File: src/rtl/pes_sipo_deser.sv
// pes_sipo_deser: receives framed serial words (start, WIDTH data bits LSB first, stop)
// and presents them through a one-entry valid/ready buffer with frame-error and overrun pulses.
module pes_sipo_deser #(
  parameter int WIDTH = 8
) (
  input  logic             clk,
  input  logic             reset,
  input  logic             serial_in,
  output logic [WIDTH-1:0] data_out,
  output logic             data_valid,
  input  logic             data_ready,
  output logic             busy,
  output logic             frame_err,
  output logic             overrun
);
  localparam int CW = $clog2(WIDTH);
  typedef enum logic [1:0] {IDLE, DATA, STOP} state_t;
  state_t state, state_n;
  logic [CW-1:0] cnt;
  logic [WIDTH-1:0] sr;
  logic good, load;
  always_comb begin
    state_n = (state == IDLE) ? (serial_in ? IDLE : DATA) :
              (state == DATA) ? ((cnt == CW'(WIDTH - 1)) ? STOP : DATA) : IDLE;
  end
  assign good = (state == STOP) && serial_in;
  // a same-edge accept frees the buffer, so the new word loads without a bubble
  assign load = good && (!data_valid || data_ready);
  always_ff @(posedge clk or posedge reset) begin
    if (reset) begin
      state      <= IDLE;
      cnt        <= '0;
      sr         <= '0;
      data_out   <= '0;
      data_valid <= 1'b0;
      busy       <= 1'b0;
      frame_err  <= 1'b0;
      overrun    <= 1'b0;
    end else begin
      state     <= state_n;
      busy      <= state_n != IDLE;
      frame_err <= (state == STOP) && !serial_in;
      overrun   <= good && !load;
      cnt       <= (state == DATA) ? cnt + CW'(1) : '0;
      if (state == DATA) sr[cnt] <= serial_in;
      if (load) begin
        data_out   <= sr;
        data_valid <= 1'b1;
      end else if (data_valid && data_ready) begin
        data_valid <= 1'b0;
      end
    end
  end
endmodule
File: config.mk
export PLATFORM = sky130hd
export DESIGN_NAME = pes_sipo_deser
export DESIGN_NICKNAME = d
export VERILOG_FILES = /design/src/rtl/pes_sipo_deser.sv
export SDC_FILE = /design/constraint.sdc
export NUM_CORES = 1
export LEC_CHECK = 0
export BUFFER_PORTS_ARGS = -buffer_cell sky130_fd_sc_hd__buf_2
export CORE_MARGIN = 5
export CORE_UTILIZATION = 54
export DETAILED_ROUTE_END_ITERATION = 10
export PLACE_DENSITY = 0.76
export SLEW_MARGIN = 30
export SYNTH_ARGS = -nofsm -noshare
export SYNTH_HDL_FRONTEND = slang
export SYNTH_SLANG_ARGS = --single-unit
File: constraint.sdc
create_clock -name clk -period 1.9 [get_ports clk]
set_input_delay 0.38 -clock clk [delete_from_list [all_inputs] [get_ports clk]]
set_output_delay 0.38 -clock clk [all_outputs]
set_load 0.01 [all_outputs]
Yosys cells after proc, flatten, opt, wreduce, memory -nomap -nowiden
Index checks and enable logic that the tools add are counted.
- add/sub/neg operators: 1
- multiply operators: 0
- divide/modulo/power cells: 0
- $lt $le $gt $ge: 2
- equality and inequality tests: 3
- shift operators: 0
- mux-type cells: 10
- bitwise operators: 0
- reductions and logical operators: 13
- operator list (cell ; number):
    $bwmux W8 ; 1
    $logic_and A1 B1 Y1 ; 6
    $mux W2 ; 3
    $lt A3 B4 Y1 const B ; 1
    $mux W1 ; 4
    $reduce_bool A2 Y1 ; 2
    $add A3 B1 Y3 const B ; 1
    $demux W1 S3 ; 1
    $eq A3 B3 Y1 const B ; 1
    $ge A3 B1 Y1 const B ; 1
    $logic_not A1 Y1 ; 3
    $mux W3 ; 1
    $eq A2 B1 Y1 const B ; 1
    $eq A2 B2 Y1 const B ; 1
    $logic_not A2 Y1 ; 1
    $logic_or A1 B1 Y1 ; 1
- bits in registers: 25
- latch bits: 0
- memory bits (writable): 0
- ROM bits: 0
- input port bits: 4
- output and inout port bits: 12
- logic and storage cells: 37
- memories: 0

Depth between registers and ports, before layout
Gate-level depths: netlist of run 1.
- depth in word-level cells: 5
- gate-level depth with buffers: 4
- depth with buffers taken out: 3

Least setup slack after synthesis of run 1
OpenSTA, ideal clock, no wires.
- path type: reg2reg
- from: register state[0]
- to: register data_out[0]
- library setup time: 0.125 ns
- data arrival time: 1.202 ns
- required time: 1.775 ns
- slack: 0.573 ns
- cell stages (with the launch flop): 5
- path buffers: 1
- clock period less this slack: 1.327 ns
- cell sequence: dfrtp_1 > nand3b_2 > nor2b_2 > buf_6 > mux2_4
- cells in the longest elaborated chain, start to end: 3
- ends and longest elaborated chain (element ; RTL line ; RTL):
    start, declared ; 18 ; state_t state, state_n;
    start signal, assigned ; 40 ; state <= state_n;
    $eq A2 B2 Y1 ; 26 ; assign good = (state == STOP) && serial_in;
    $logic_and A1 B1 Y1 ; 26 ;
    $logic_and A1 B1 Y1 ; 28 ; assign load = good && (!data_valid || data_ready);
    end signal, assigned ; 47 ; data_out <= sr;
    end, declared ; 9 ; output logic [WIDTH-1:0] data_out,
Every way passes these cells.
A chain may end at the register's enable or synchronous reset.

Worst setup path after layout of run 1
- from: register state[0]
- to: register data_out[1]
The elaborated chain is that of the path after synthesis.

==> results of run 1 <==
report_power, final:
part	leakage (nW)	internal, W	switching (W)
clock network	0.0150	0.0000821	0.000146
registers	0.315	0.000721	0.000156
logic	0.257	0.000297	0.000192
total	0.587	0.00110	0.000494
kinds of logic after synthesis:
family          after synthesis  synth area share
fa+ha+maj                     2           0.02386
buf+inv                       3           0.01789
simple gates                 23            0.1539
compound gates                1          0.007163
mux                          16            0.2005
flops                        25            0.5967
layer usage:
| metal | part of all wire | vias up | wire (µm) | GRT usage |
|---|---|---|---|---|
| met5 | 0 | - | 0 | 0 |
| met4 | 0.030 | 0 | 44 | 0.09959 |
| met3 | 0.030 | 4 | 44 | 0.01662 |
| met2 | 0.47 | 12 | 686 | 0.1935 |
| met1 | 0.47 | 280 | 688 | 0.1720 |
| li1 | - | 281 | - | - |
placed cells by master, fill, tap and decap left out, types with 2 or more instances in the layout:
cell type	synthesis	layout
mux2_4	8	8
nor2_1	3	3
mux2_1	7	7
nor2b_2	2	2
and2_1	3	3
clkbuf_4	0	3
ha_1	2	2
buf_4	0	2
buf_2	0	15
dfrtp_1	25	25
nand3b_1	3	3
nand2_1	2	2
nor3b_1	3	3
worst paths after layout:
| path | endpoint | slack, ps | from |
|---|---|---|---|
| max | data_out[1] | 450 | state[0] |
| max in group asynchronous | state[1] | 1590 | reset |
| min reg2reg | sr[3] | 500 | sr[3] |
| min | data_out[4] | 80 | reset |
| max reg2reg | data_out[1] | 450 | state[0] |
| min in group clk | data_valid | 340 | data_ready |
worst max-delay path: cells and delay by family (launching register included):
| family | cells | cell delay [ps] |
|---|---|---|
| simple gates | 2 | 390 |
| mux | 1 | 310 |
| buf+inv | 1 | 200 |
| flops | 1 | 450 |
registers in the layout, indices dropped and copies added (netlist names):
register	flops
data_out	8
cnt	3
state	2
sr	8
busy	1
data_valid	1
frame_err	1
overrun	1
layout make-up:
class                      instances  area share
clock buffer                       4     0.02220
timing repair buffer              17     0.07611
tap                               27     0.02854
inverter                           1    0.003171
multi-input combinational         42      0.3414
sequential                        25      0.5285
per-stage QoR:
| step | cell area, µm² | total power [W] | instances |
|---|---|---|---|
| 2_1_floorplan | 1049 | 0.001243 | 70 |
| 3_3_place_gp | 1157 | 0.001374 | 112 |
| 3_5_place_dp | 1157 | 0.001392 | 112 |
| 4_1_cts | 1184 | 0.001622 | 116 |
| 5_1_grt | 1184 | 0.001725 | 116 |
| 6_report | 1184 | 0.001595 | 116 |
==> impl_metrics.ini, run 1 <==
[global_routing]
antenna_found_initial = 0
overflow = 0
grt_max_degree = 26
grt_pass1_vias = 568
grt_pass1_wl_mm = 2.622
grtUsageTotal = 0.1304

[yosys]
ys_seq_area_frac = 0.5967
ys_ff_latch = 25
synthTopCellsByCount = dfrtp_1 (25), mux2_4 (8), mux2_1 (7)
yosysUniqueCellTypes = 22
synthesis.area_um2 = 1049
synth.most_common_cell = dfrtp_1
synth_warnings = 0
yosys-top-cells-area = dfrtp_1 (60%), mux2_4 (11%), mux2_1 (7.5%)
asyncSetResetFlopFracSynth = 1.000
synth_edf_count = 0
ys.flop_type = dfrtp_1
syn-instance-count = 70
yosysTopAreaCell = dfrtp_1
avgSynthCellArea_um2 = 14.98
synth_top_cell_area_share = 0.5967
syn-num-nets = 76

[timing]
setup_tns_ps = 0
timing.fmax_mhz = 688.7
whs_ps = 78.17
setup_viol_count_final = 0
rsz0062_at_grt = no
finClkSkew_ps = 6.302
relSlewSlack = 0.8044
hold_viol_final = 0
worst_slack_ps = 448.0
layout_min_cycle_time_ps = 1452
fin_crit_sh = 0.7642
drv_slew = 0
tightest_slew_ps = 293.4

[critical_path]
arrival_ps = 1660
crit_type = reg2reg
worstPathRequired_ps = 2110
max_stage_delay_ps = 450
crit_path_max_fanout = 8
worstSetupEndpointType = flop
r2r_cells = 4
cp_slowest_cell = dfrtp_1
path_cells = nand3b_2 -> nor2b_2 -> buf_4 -> mux2_4
cp-start-kind = flop

[floorplan]
row_count = 16
initial_core_util = 0.5513
die_w_um = 54.07
die-area_um2 = 2923
die_y_um = 54.07
num_io_pins = 16
core_region_area_um2 = 1902

[status]
status = finished, final reports clean

[pwr]
peakVddDrop_mv = 0.7413
p_leak_nw = 0.5870
p_per_area_nw_per_um2 = 1348

[clock_network]
hold_buffers = 0
clk_latency_ps = 310
cts_setup_buffers = 0
cts-buffers-inserted = 3
cts_resized = 0
root_buffer = clkbuf_4
clock_path_buffers = 2
cts_tree = built
cts.sinks = 25
htreeDepth = 1
path_clk_slew_ps = 130

[placed_design]
gp_congestion = 0.6645
io_buffer_count = 15
dp_slack_ps = 435.7

[drt]
vias = 577
drc = 0
drt-wirelength-per-cell_um = 12.61
drtIter0Drc = 4
wl_mm = 1.463
vias_per_cell = 4.974
ant_nets = 0
drt_pass1_iterations = 4

[hold_path]
hp-class = in2async

[cells_and_area]
fillers = 152
seqCellArea_um2 = 625.6
fin_nets = 96
multi_input_area_um2 = 404.1
num_antenna_cells = 0
areaGrowthSynthToFinish_pct = 12.89
postLayoutCoreUtil = 0.6224
layout-drive-gt1-share = 0.3820

[job]
drv_cap = 0
No activity file was read; power rests on OpenSTA's default activity.
==> run 2, diff against run 1 <==
--- a/config.mk
+++ b/config.mk
@@ -5,11 +5,12 @@
 export SDC_FILE = /design/constraint.sdc
 export NUM_CORES = 1
 export LEC_CHECK = 0
+export ABC_AREA = 1
 export BUFFER_PORTS_ARGS = -buffer_cell sky130_fd_sc_hd__buf_2
 export CORE_MARGIN = 5
-export CORE_UTILIZATION = 54
+export CORE_UTILIZATION = 49
 export DETAILED_ROUTE_END_ITERATION = 10
-export PLACE_DENSITY = 0.76
+export PLACE_DENSITY = 0.73
 export SLEW_MARGIN = 30
 export SYNTH_ARGS = -nofsm -noshare
 export SYNTH_HDL_FRONTEND = slang
==> constraint.sdc (replaced) <==
create_clock -name clk -period 1.2 [get_ports clk]
set_input_delay 0.24 -clock clk [delete_from_list [all_inputs] [get_ports clk]]
set_output_delay 0.24 -clock clk [all_outputs]
set_load 0.01 [all_outputs]
==> impl_metrics.ini, run 2 <==
[cells_and_area]
areaGrowthSynthToFinish_pct = 15.17
fin_nets = 150
num_antenna_cells = 0
fin_cells = 171
layout-drive-gt1-share = 0.2238
final_common_cell = nand2_1
stdcell_area_um2 = 1264
largestRegisters = data_out: 8 flops, sr: 8 flops, cnt: 3 flops
layout_common_cells = nand2_1 (37), dfrtp_1 (25), buf_2 (15)

[yosys]
ys.flop_type = dfrtp_1
avgSynthCellArea_um2 = 9.144
syn-instance-count = 120
ys_seq_area_frac = 0.5701
synth_warnings = 0
synth.most_common_cell = nand2_1
ys_ff_latch = 25
yosys-top-cells-area = dfrtp_1 (57%), nand2_1 (13%), nand4_1 (5.7%)
syn-num-nets = 126
synth_top_cell_area_share = 0.5701
synthesis.area_um2 = 1097
asyncSetResetFlopFracSynth = 1.000
synth_edf_count = 0
synthTopCellsByCount = nand2_1 (37), dfrtp_1 (25), inv_1 (11)
yosysTopAreaCell = dfrtp_1
yosysUniqueCellTypes = 17

[global_routing]
grt_pass1_wl_mm = 3.450
overflow = 0
grt_max_degree = 26
grt_pass1_vias = 805
antenna_found_initial = 0
grtUsageTotal = 0.1351

[critical_path]
cp-start-kind = flop
crit_type = reg2reg
cpMostUsedCell = ha_1
r2r-start = cnt[1]
worstSetupEndpointType = flop
rrSetupSlack_ps = 90
reg2reg_to = cnt[2]
max_stage_delay_ps = 460
crit_path_max_fanout = 6
cp_slowest_cell = dfrtp_1
arrival_ps = 1320
path_cells = ha_1 -> ha_1 -> inv_1 -> nor2_1
r2r_cells = 4
worstPathRequired_ps = 1410

[timing]
rsz0062_at_grt = no
layout_min_cycle_time_ps = 1111
tightest_slew_ps = 308.4
setup_tns_ps = 0
worst_slack_ps = 89.15
fin_crit_sh = 0.9257
hold_viol_final = 0
timing.fmax_mhz = 900.2
setup_viol_count_final = 0
finClkSkew_ps = 1.277
relSlewSlack = 0.7944
drv_slew = 0

[placed_design]
dp_slack_ps = 104.3
place_area_um2 = 1227
dp.cells = 166
gp_congestion = 0.7483
io_buffer_count = 15
dp_hpwl_mm = 1.461

[floorplan]
die_y_um = 57.32
die-area_um2 = 3286
num_io_pins = 16
core_region_area_um2 = 2170
die_w_um = 57.32
row_count = 17
initial_core_util = 0.5058

[hold_path]
worst_hold_path.endpoint = frame_err
hold_depth = 3
min_from = serial_in
hp-class = in2reg

[pwr]
peakVddDrop_mv = 0.9962
finalPower_w = 0.002761
p_leak_nw = 0.7069
p_per_area_nw_per_um2 = 2185

[clock_network]
clock_path_buffers = 2
htreeDepth = 1
cts-buffers-inserted = 3
root_buffer = clkbuf_4
clk_latency_ps = 310
cts.sinks = 25
cts_tree = built
path_clk_slew_ps = 130

[drt]
drt-wirelength-per-cell_um = 11.28
drc = 0
vias = 818
vias_per_cell = 4.784
ant_nets = 0
drtIter0Drc = 14
wl_mm = 1.929
drt_pass1_iterations = 6

[job]
drv_cap = 0

[status]
status = finished, final reports clean
-- run 2: worst max-delay path: cells and delay by family, from the launching register on --
kind          cells  cell delay, ps
fa+ha+maj         2             470
buf+inv           1              50
simple gates      1              40
flops             1             460
-- run 2: power by group --
| part | internal, W | total (W) | switching, W |
|---|---|---|---|
| clock network | 0.000130 | 0.000364 | 0.000234 |
| logic | 0.000409 | 0.00104 | 0.000633 |
| registers | 0.00116 | 0.00135 | 0.000200 |
-- run 2: how the worst max path moves through the flow --
stage          startpoint  slack [ps]     end
6_report           cnt[1]          90  cnt[2]
5_1_grt          state[1]          10   sr[0]
4_1_cts            cnt[1]          80  cnt[2]
3_5_place_dp       cnt[1]         100  cnt[2]
3_3_place_gp       cnt[1]         130  cnt[2]
2_1_floorplan      cnt[0]          90  cnt[2]
-- run 2: cell type report --
class                           instances  area [µm²]
Tap cell                               28       35.03
Clock buffer                            4       26.28
Inverter                               12       45.04
Fill cell                             200       905.9
Sequential cell                        25       625.6
Timing Repair Buffer                   23       137.6
Multi-Input combinational cell         79       394.1
-- run 2: logic make-up (layout without fill, tap and decap cells) --
kind of cell / count (synthesis) / after routing / synth area share
adders and majority gates: 2 / 2 / 0.02280
DFF: 25 / 25 / 0.5701
buffers and inverters: 16 / 39 / 0.07069
and+or+nand+nor: 73 / 73 / 0.3158
AOI/OAI and AO/OA: 4 / 4 / 0.02052
-- run 2: per-layer routing --
layer  track usage  part of all wire  vias to the layer above
li1              -                 -                      433
met1        0.1693              0.45                      373
met2        0.2251              0.51                       10
met3       0.02715             0.035                        2
met4       0.05960            0.0088                        0
met5             0                 0                        -
-- run 2: what timing repair did --
action | 4_1_cts | 5_1_grt
setup endpoints to repair | 0 | 2
endpoints found under the hold margin | 25 | 0
hold buffers | 1 | 0
setup buffers | 0 | 0
gates resized for setup | 0 | 2
-- run 2: metrics by stage --
stage          hold slack (ps)  utilization
6_report                 266.0       0.5825
5_1_grt                  261.9       0.5825
4_1_cts                  258.0       0.5825
3_5_place_dp             304.2       0.5657
3_3_place_gp             295.5       0.5657
2_1_floorplan            267.3            -
==> run 3, diff against run 2 <==
--- a/config.mk
+++ b/config.mk
@@ -10,7 +10,7 @@
 export CORE_MARGIN = 5
 export CORE_UTILIZATION = 49
 export DETAILED_ROUTE_END_ITERATION = 10
-export PLACE_DENSITY = 0.73
+export PLACE_DENSITY_LB_ADDON = 0.15
 export SLEW_MARGIN = 30
 export SYNTH_ARGS = -nofsm -noshare
 export SYNTH_HDL_FRONTEND = slang
==> impl_metrics.ini, run 3 (same netlist as run 2, synthesis figures left out) <==
[status]
status = finished, final reports clean

[floorplan]
die-area_um2 = 3286
core_region_area_um2 = 2170
initial_core_util = 0.5058
die_y_um = 57.32
row_count = 17
num_io_pins = 16
die_w_um = 57.32

[cells_and_area]
final_common_cell = nand2_1
layout-drive-gt1-share = 0.2254
postLayoutCoreUtil = 0.5796
areaGrowthSynthToFinish_pct = 14.60
layout_common_cells = nand2_1 (37), dfrtp_1 (24), buf_2 (15)
largestRegisters = data_out: 8 flops, sr: 8 flops, cnt: 3 flops
fin_nets = 149
fillers = 217
num_antenna_cells = 0

[critical_path]
cpMostUsedCell = ha_1
path_cells = ha_1 -> ha_1 -> inv_1 -> nor2_1
crit_path_max_fanout = 6
arrival_ps = 1320
rrSetupSlack_ps = 80
r2r_cells = 4
cp_slowest_cell = dfrtp_1
max_stage_delay_ps = 460
crit_buf_inv = 1
cp_top_family = adder cells
crit_path_end = cnt[2]
crit_type = reg2reg
worstSetupEndpointType = flop
cp-start-kind = flop
r2r-start = cnt[1]
worstPathRequired_ps = 1410
reg2reg_to = cnt[2]
critPathLaunch = cnt[1]
crit_cells = 4

[placed_design]
dp_hpwl_mm = 1.481
gp_congestion = 0.7967
io_buffer_count = 15

[clock_network]
cts_setup_buffers = 0
clk_latency_ps = 310
cts.sinks = 25
path_clk_slew_ps = 130
clock_path_buffers = 2
cts-buffers-inserted = 3
root_buffer = clkbuf_4
htreeDepth = 1
cts_tree = built

[job]
drv_cap = 0

[drt]
wl_mm = 1.960
drt-wirelength-per-cell_um = 11.53
vias = 859
vias_per_cell = 5.053
drc = 0
ant_nets = 0
drtIter0Drc = 21
drt_pass1_iterations = 5

[timing]
tightest_slew_ps = 308.5
hold_viol_final = 0
finClkSkew_ps = 8.225
rsz0062_at_grt = no
layout_min_cycle_time_ps = 1119
setup_viol_count_final = 0
timing.fmax_mhz = 893.4
fin_crit_sh = 0.9327
relSlewSlack = 0.7943
whs_ps = 274.6
setup_tns_ps = 0
drv_slew = 0

[hold_path]
hp-class = in2reg

[pwr]
peakVddDrop_mv = 1.056
p_per_area_nw_per_um2 = 2188
p_leak_nw = 0.7001

[global_routing]
overflow = 0
grt_max_degree = 26
grtUsageTotal = 0.1343
antenna_found_initial = 0
grt_pass1_vias = 802
grt_pass1_wl_mm = 3.484
==> run 3: changes by cell type in the layout (fill, tap and decap cells not counted) <==
cell	before	now
o21ai_1	2	0
o21ai_0	1	3
dfrtp_1	25	24
buf_4	7	6
dfrtp_2	0	1
==> run 3: worst min path at each step <==
stage | startpoint | to | slack, ps | cells past startpoint
floorplan | reset | busy | 270 | 1
global placement | reset | overrun | 290 | 3
detailed placement | reset | data_valid | 300 | 3
CTS | serial_in | frame_err | 260 | 3
global route | serial_in | frame_err | 260 | 3
finish | serial_in | frame_err | 270 | 3
==> run 3: timing repair <==
item	4_1_cts	5_1_grt
hold buffers	1	0
gates resized for setup	0	1
endpoints found under the setup margin	0	1
hold endpoints to repair	25	0
==> run 3: final cells by class <==
cell class / count / area, µm² / area share
inverter: 12 / 45.04 / 0.03582
multi-input combinational: 79 / 394.1 / 0.3134
timing repair buffer: 22 / 130.1 / 0.1035
tap: 28 / 35.03 / 0.02786
clock buffer: 4 / 26.28 / 0.02090
sequential: 25 / 626.9 / 0.4985
==> run 3: routing by layer <==
metal,track usage,share of wire
met1,0.1643,0.43
met2,0.2382,0.51
met3,0.02036,0.046
met4,0.04967,0.013
met5,0,0
==> run 3: tightest hold or removal path: cells and delay by family <==
| kind | cells | cell delay [ps] |
|---|---|---|
| buffers and inverters | 2 | 250 |
| and+or+nand+nor | 1 | 60 |
==> run 3: through the flow <==
step / instance area (µm²) / setup WS [ps] / std cells / total power [W]
floorplan: 1097 / 87.29 / 120 / 0.002084
detailed placement: 1220 / 80.93 / 165 / 0.002412
global route: 1257 / 16.12 / 170 / 0.003003
CTS: 1256 / 60.82 / 170 / 0.002783
finish: 1257 / 80.72 / 170 / 0.002751
global placement: 1220 / 134.7 / 165 / 0.002370
==> run 3: report_power, final <==
group / internal (W) / switching, W
logic: 0.000399 / 0.000628
clock network: 0.000130 / 0.000235
registers: 0.00116 / 0.000204
